`src/rtl/fp_accum_ctrl.sv`:
```
`default_nettype none
// ============================================================================
// Module   : fp_accum_ctrl
// Brief    : Sequencing controller around a combinational FP32 adder.
//            Reduces a programmed number of valid/ready operands into a
//            running sum and reports the result with sticky exceptions.
// Revision : 1.0 - initial release
// ============================================================================
module fp_accum_ctrl #(
  parameter int MAX_LEN = 16,
  parameter int LEN_W   = 5
) (
  input  logic             clk,
  input  logic             rst_n,
  input  logic             i_start,
  input  logic [LEN_W-1:0] i_len,
  input  logic             i_sub_mode,
  input  logic             i_in_valid,
  output logic             o_in_ready,
  input  logic [31:0]      i_in_data,
  output logic [31:0]      o_add_a,
  output logic [31:0]      o_add_b,
  output logic             o_add_sub,
  input  logic [31:0]      i_add_op,
  input  logic             i_add_zero,
  input  logic             i_add_over,
  input  logic             i_add_under,
  output logic             o_busy,
  output logic             o_done,
  output logic [31:0]      o_result,
  output logic             o_res_zero,
  output logic             o_ovf_sticky,
  output logic             o_unf_sticky,
  output logic [LEN_W-1:0] o_elem_cnt
);

  localparam logic [LEN_W-1:0] c_max_len = LEN_W'(MAX_LEN);

  typedef enum logic [1:0] {
    S_IDLE = 2'd0,
    S_ACC  = 2'd1,
    S_DONE = 2'd2
  } state_t;

  state_t           r_state;
  state_t           w_state_nxt;
  logic [31:0]      r_acc;
  logic [31:0]      r_result;
  logic             r_res_zero;
  logic             r_ovf;
  logic             r_unf;
  logic             r_sub;
  logic [LEN_W-1:0] r_len_q;
  logic [LEN_W-1:0] r_elem_cnt;

  logic             w_start_ok;
  logic             w_hs;
  logic             w_last;
  logic [LEN_W-1:0] w_len_clamp;
  logic             w_unused;

  // Zero status is derived from the captured sum bits, so the adder's own
  // zero flag is not needed.
  assign w_unused    = i_add_zero;

  assign w_start_ok  = (r_state == S_IDLE) && i_start;
  assign w_hs        = (r_state == S_ACC) && i_in_valid;
  assign w_last      = w_hs && ((r_elem_cnt + LEN_W'(1)) == r_len_q);
  assign w_len_clamp = (i_len > c_max_len) ? c_max_len : i_len;

  // State register.
  always_ff @(posedge clk or negedge rst_n) begin
    if (!rst_n) begin
      r_state <= S_IDLE;
    end else begin
      r_state <= w_state_nxt;
    end
  end

  // Next-state decode.
  always_comb begin
    w_state_nxt = r_state;
    case (r_state)
      S_IDLE: begin
        if (i_start) begin
          w_state_nxt = (w_len_clamp == '0) ? S_DONE : S_ACC;
        end
      end
      S_ACC: begin
        if (w_last) begin
          w_state_nxt = S_DONE;
        end
      end
      S_DONE:  w_state_nxt = S_IDLE;
      default: w_state_nxt = S_IDLE;
    endcase
  end

  // Accumulator, counters and sticky status. The result is captured on the
  // edge that enters DONE so it is already valid while done is high.
  always_ff @(posedge clk or negedge rst_n) begin
    if (!rst_n) begin
      r_acc      <= '0;
      r_result   <= '0;
      r_res_zero <= 1'b0;
      r_ovf      <= 1'b0;
      r_unf      <= 1'b0;
      r_sub      <= 1'b0;
      r_len_q    <= '0;
      r_elem_cnt <= '0;
    end else if (w_start_ok) begin
      r_acc      <= '0;
      r_ovf      <= 1'b0;
      r_unf      <= 1'b0;
      r_sub      <= i_sub_mode;
      r_len_q    <= w_len_clamp;
      r_elem_cnt <= '0;
      if (w_len_clamp == '0) begin
        r_result   <= '0;
        r_res_zero <= 1'b1;
      end
    end else if (w_hs) begin
      r_acc      <= i_add_op;
      r_elem_cnt <= r_elem_cnt + LEN_W'(1);
      r_ovf      <= r_ovf | i_add_over;
      r_unf      <= r_unf | i_add_under;
      if (w_last) begin
        r_result   <= i_add_op;
        r_res_zero <= (i_add_op[30:0] == '0);
      end
    end
  end

  assign o_in_ready   = (r_state == S_ACC);
  assign o_busy       = (r_state != S_IDLE);
  assign o_done       = (r_state == S_DONE);
  assign o_add_a      = r_acc;
  assign o_add_b      = i_in_data;
  assign o_add_sub    = r_sub;
  assign o_result     = r_result;
  assign o_res_zero   = r_res_zero;
  assign o_ovf_sticky = r_ovf;
  assign o_unf_sticky = r_unf;
  assign o_elem_cnt   = r_elem_cnt;

endmodule
`default_nettype wire

```
`config.mk`:
```
export PLATFORM = sky130hd
export DESIGN_NAME = fp_accum_ctrl
export DESIGN_NICKNAME = d
export VERILOG_FILES = /design/src/rtl/fp_accum_ctrl.sv
export SDC_FILE = /design/constraint.sdc
export NUM_CORES = 1
export LEC_CHECK = 0
export CAP_MARGIN = 20
export CORE_UTILIZATION = 35
export DETAILED_ROUTE_END_ITERATION = 10
export GPL_ROUTABILITY_DRIVEN = 0
export PLACE_DENSITY = 0.74
export SETUP_SLACK_MARGIN = 0.3
export SLEW_MARGIN = 10
export SYNTH_ARGS = -nofsm -noshare
export SYNTH_HDL_FRONTEND = slang
export SYNTH_SLANG_ARGS = --single-unit
```
`constraint.sdc`:
```
create_clock -name clk -period 1.7 [get_ports clk]
set_clock_uncertainty 0.05 [all_clocks]
set_input_delay 0.34 -clock clk [delete_from_list [all_inputs] [get_ports clk]]
set_output_delay 0.34 -clock clk [all_outputs]
set_load 0.01 [all_outputs]
```
==> results.sh <==
export IMPL_outcome="finished, violations left"
export IMPL_violations="negative setup slack"
export IMPL_placed_cell_area_mm2=0.005090
export IMPL_startpoint_type="flip-flop"
export IMPL_syn_cell_area_mm2=0.003775
export IMPL_die_area_mm2=0.01120
export IMPL_ys_types=29
export IMPL_finalSetupViolCount=34
export IMPL_nFillCells=969
export IMPL_die_w_um=105.9
export IMPL_power_mw=8.560
export IMPL_hpwlAfterDp_um=6715
export IMPL_core_area_mm2=0.01037
export IMPL_drive_above_1_share=0.2825
export IMPL_finalSetupTns_ps=-1395
export IMPL_synth_top_family_by_area="simple AND/OR/NAND/NOR gates"
export IMPL_ys_warnings_count=0
export IMPL_rsz0062_at_grt="true"
export IMPL_required_ps=1920
export IMPL_cts_tree="built"
export IMPL_nets=611
export IMPL_holdCritPathClass="input port to flip-flop"
export IMPL_drv_slew=0
export IMPL_final_cell_area_mm2=0.005420
export IMPL_synth_compound_area_share=0.05403
export IMPL_end_kind="flip-flop"
export IMPL_p_int_mw=5.302
export IMPL_synth_area_mux_share=0.08750
export IMPL_wirelength_um=10620
export IMPL_cap_violations=0
export IMPL_multi_input_area_mm2=0.001369
export IMPL_synthSimpleGateAreaFrac=0.1707
export IMPL_worst_ir_drop_vdd_mv=0.5917
export IMPL_first_global_vias=3252
export IMPL_finalWorstSetupSlack_ps=-61.08
export IMPL_regArea_mm2=0.002008
export IMPL_powerDensity_mw_per_mm2=1579
export IMPL_timing_final_crit_share=1.036
export IMPL_vias=3173
export IMPL_syn_avg_cell_area_um2=9.485
export IMPL_seqPwrFrac=0.389
export IMPL_worstMarginPinSlew_ps=447.6
export IMPL_start_util=0.3640
export IMPL_yosys_area_top_type="dfrtp_1"
export IMPL_ys_top_cells_by_area="dfrtp_1 (53%), nand2_1 (11%), mux2i_1 (8.8%), buf_4 (6.4%), a21oi_1 (4.8%)"
export IMPL_power_switching_mw=3.258
export IMPL_crit_type="flip-flop to flip-flop"
export IMPL_grt_use_total=0.1933
export IMPL_yosys_area_share_adder=0.003315
export IMPL_yosys_area_share_xor_xnor=0.02552
export IMPL_diodes=0
export IMPL_post_drt_wl_per_cell_um=15.76
export IMPL_grt_remaining_overflow=0
export IMPL_area_delta_synth_final_pct=43.59
export IMPL_path_clk_slew_ps=80
export IMPL_syn_inst=398
export IMPL_drc=0
export IMPL_worstSkewPairLatency_ps=340
export IMPL_seq_area_frac_synth=0.5303
export IMPL_drt_pass1_iter_count=4
export IMPL_htreeDepth=3
export IMPL_drt_iter0_drc=77
export IMPL_fmax_mhz=567.8
export IMPL_die_h_um=105.9
export IMPL_grt_antenna_before_repair=0
export IMPL_grt_max_degree=44
export IMPL_cts_buffers=9
export IMPL_finalCriticalPeriod_ps=1761
export IMPL_ys_ff_latch=80
export IMPL_synth_top_area_frac=0.5303
export IMPL_p_leak_nw=2.914
export IMPL_combPwrFrac=0.465
export IMPL_syn_num_nets=476
export IMPL_crit_fanout=9
export IMPL_slew_headroom=0.6989
export IMPL_cts_root_buf="clkbuf_8"
export IMPL_grt_pass1_wl_um=16540
export IMPL_clockBufferDepth=2
export IMPL_viasPerCell=4.708
export IMPL_hold_violations=0
export IMPL_clkPwrFrac=0.146
export IMPL_ios=185
export IMPL_netSwitchingFraction=0.3806
export IMPL_worst_ep_arrival_time_ps=1980
export IMPL_port_buffers=119
export IMPL_cts_sinks=80
export IMPL_whs_ps=295.2
export IMPL_postRouteAntennaNets=0
export IMPL_num_rows=37
synth_stat cells (all sizes together):
cell and count:
mux2i 33, a21oi 36, nor3b 1, or3b 1
ha 1, xnor2 7, nor2 5, inv 33
clkbuf 6, nand4 2, nand2 115, buf 46
nand3b 5, xor2 4, and3b 1, and4 1
o2bb2ai 1, o21ai 3, nor3 1, nor2b 2
nor4 7, nand3 5, dfrtp 80, or4 2
cells in the final DEF (no fill, tap or decap), drive strengths merged:
cell type,Yosys,final
xor2,4,4
and3b,1,1
nand3b,5,5
or3b,1,1
clkinv,0,4
buf,46,68
a21oi,36,36
or4,2,2
ha,1,1
xnor2,7,7
mux2i,33,33
nor4,7,7
clkinvlp,0,2
clkdlybuf4s50,0,33
inv,33,33
nand2,115,115
o21ai,3,3
nor3,1,1
o2bb2ai,1,1
nor3b,1,1
nor2b,2,2
and4,1,1
dlymetal6s2s,0,1
clkdlybuf4s15,0,25
dlygate4sd3,0,1
nand4,2,2
dlygate4sd2,0,5
clkbuf,6,53
nor2,5,5
nand3,5,5
dfrtp,80,80
cell type report:
type | instances | area share
Timing Repair Buffer | 176 | 0.2909
Sequential cell | 80 | 0.3705
Tap cell | 136 | 0.03139
Inverter | 33 | 0.02285
Multi-Input combinational cell | 233 | 0.2525
Clock buffer | 10 | 0.02539
Clock inverter | 6 | 0.006464
routing by layer:
layer,vias to the layer above,GRT usage,part of all wire
li1,1514,-,-
met1,1539,0.2315,0.43
met2,90,0.3361,0.50
met3,30,0.03711,0.052
met4,0,0.08532,0.020
met5,-,0,0
worst max-delay path: stages, from the launching register on:
cell	delay, ps
dfrtp_2	430
ha_4	240
xor2_1	150
nor3_1	150
nand4_1	130
buf_4	180
clkbuf_16	180
mux2i_1	160
logic make-up (layout without fill, tap and decap cells):
logic type	after synthesis	in the layout
AOI/OAI and AO/OA	40	40
DFF	80	80
buffers and inverters	85	225
and+or+nand+nor	148	148
xor gates and xnor gates	11	11
adders and majority gates	1	1
muxes	33	33
what timing repair did:
action | in CTS | in global routing
gates resized for setup | 212 | 64
endpoints found under the hold margin | 24 | 0
setup buffers | 13 | 4
pin swaps | 8 | 3
cloned | 5 | 1
hold buffers | 1 | 0
setup endpoints to repair | 149 | 129
power by group through the flow:
stage | clock, mW | combinational (mW) | sequential, mW
final | 1.25 | 3.98 | 3.33
after global routing | 1.37 | 4.34 | 3.44
after CTS | 1.30 | 4.11 | 3.34
after detailed placement | 0 | 4.20 | 3.36
after global placement | 0 | 4.08 | 3.34
after floorplan | 0 | 1.58 | 3.68
state kept, by name (all words and copies together) (netlist names):
| name | flops |
|---|---|
| o_add_a | 32 |
| o_add_sub | 1 |
| o_elem_cnt | 5 |
| o_ovf_sticky | 1 |
| o_res_zero | 1 |
| o_result | 32 |
| o_unf_sticky | 1 |
| r_len_q | 5 |
| r_state | 2 |
path summary, 6_finish.rpt:
path | start | to | slack, ps | cells past startpoint
worst min register to register | o_ovf_sticky$_DFFE_PN0P_ | o_ovf_sticky$_DFFE_PN0P_ | 450 | 2
min in group asynchronous | rst_n | o_add_a[5]$_DFFE_PN0P_ | 390 | 2
max in group asynchronous | rst_n | o_result[23]$_DFFE_PN0P_ | 660 | 3
worst max-delay path | o_elem_cnt[0]$_DFFE_PN0P_ | o_result[30]$_DFFE_PN0P_ | -60 | 7
worst min-delay path | i_len[2] | r_len_q[2]$_DFFE_PN0P_ | 300 | 3
worst max register to register | o_elem_cnt[0]$_DFFE_PN0P_ | o_result[30]$_DFFE_PN0P_ | -60 | 7
through the flow:
stage / std cells / utilization / worst slack, ps
2_1_floorplan: 398 / - / -66.12
3_3_place_gp: 634 / 0.4908 / -515.4
3_5_place_dp: 634 / 0.4908 / -591.8
4_1_cts: 669 / 0.5358 / -50.77
5_1_grt: 674 / 0.5227 / -139.3
6_report: 674 / 0.5227 / -61.08
Power figures use the tool's default switching activity.
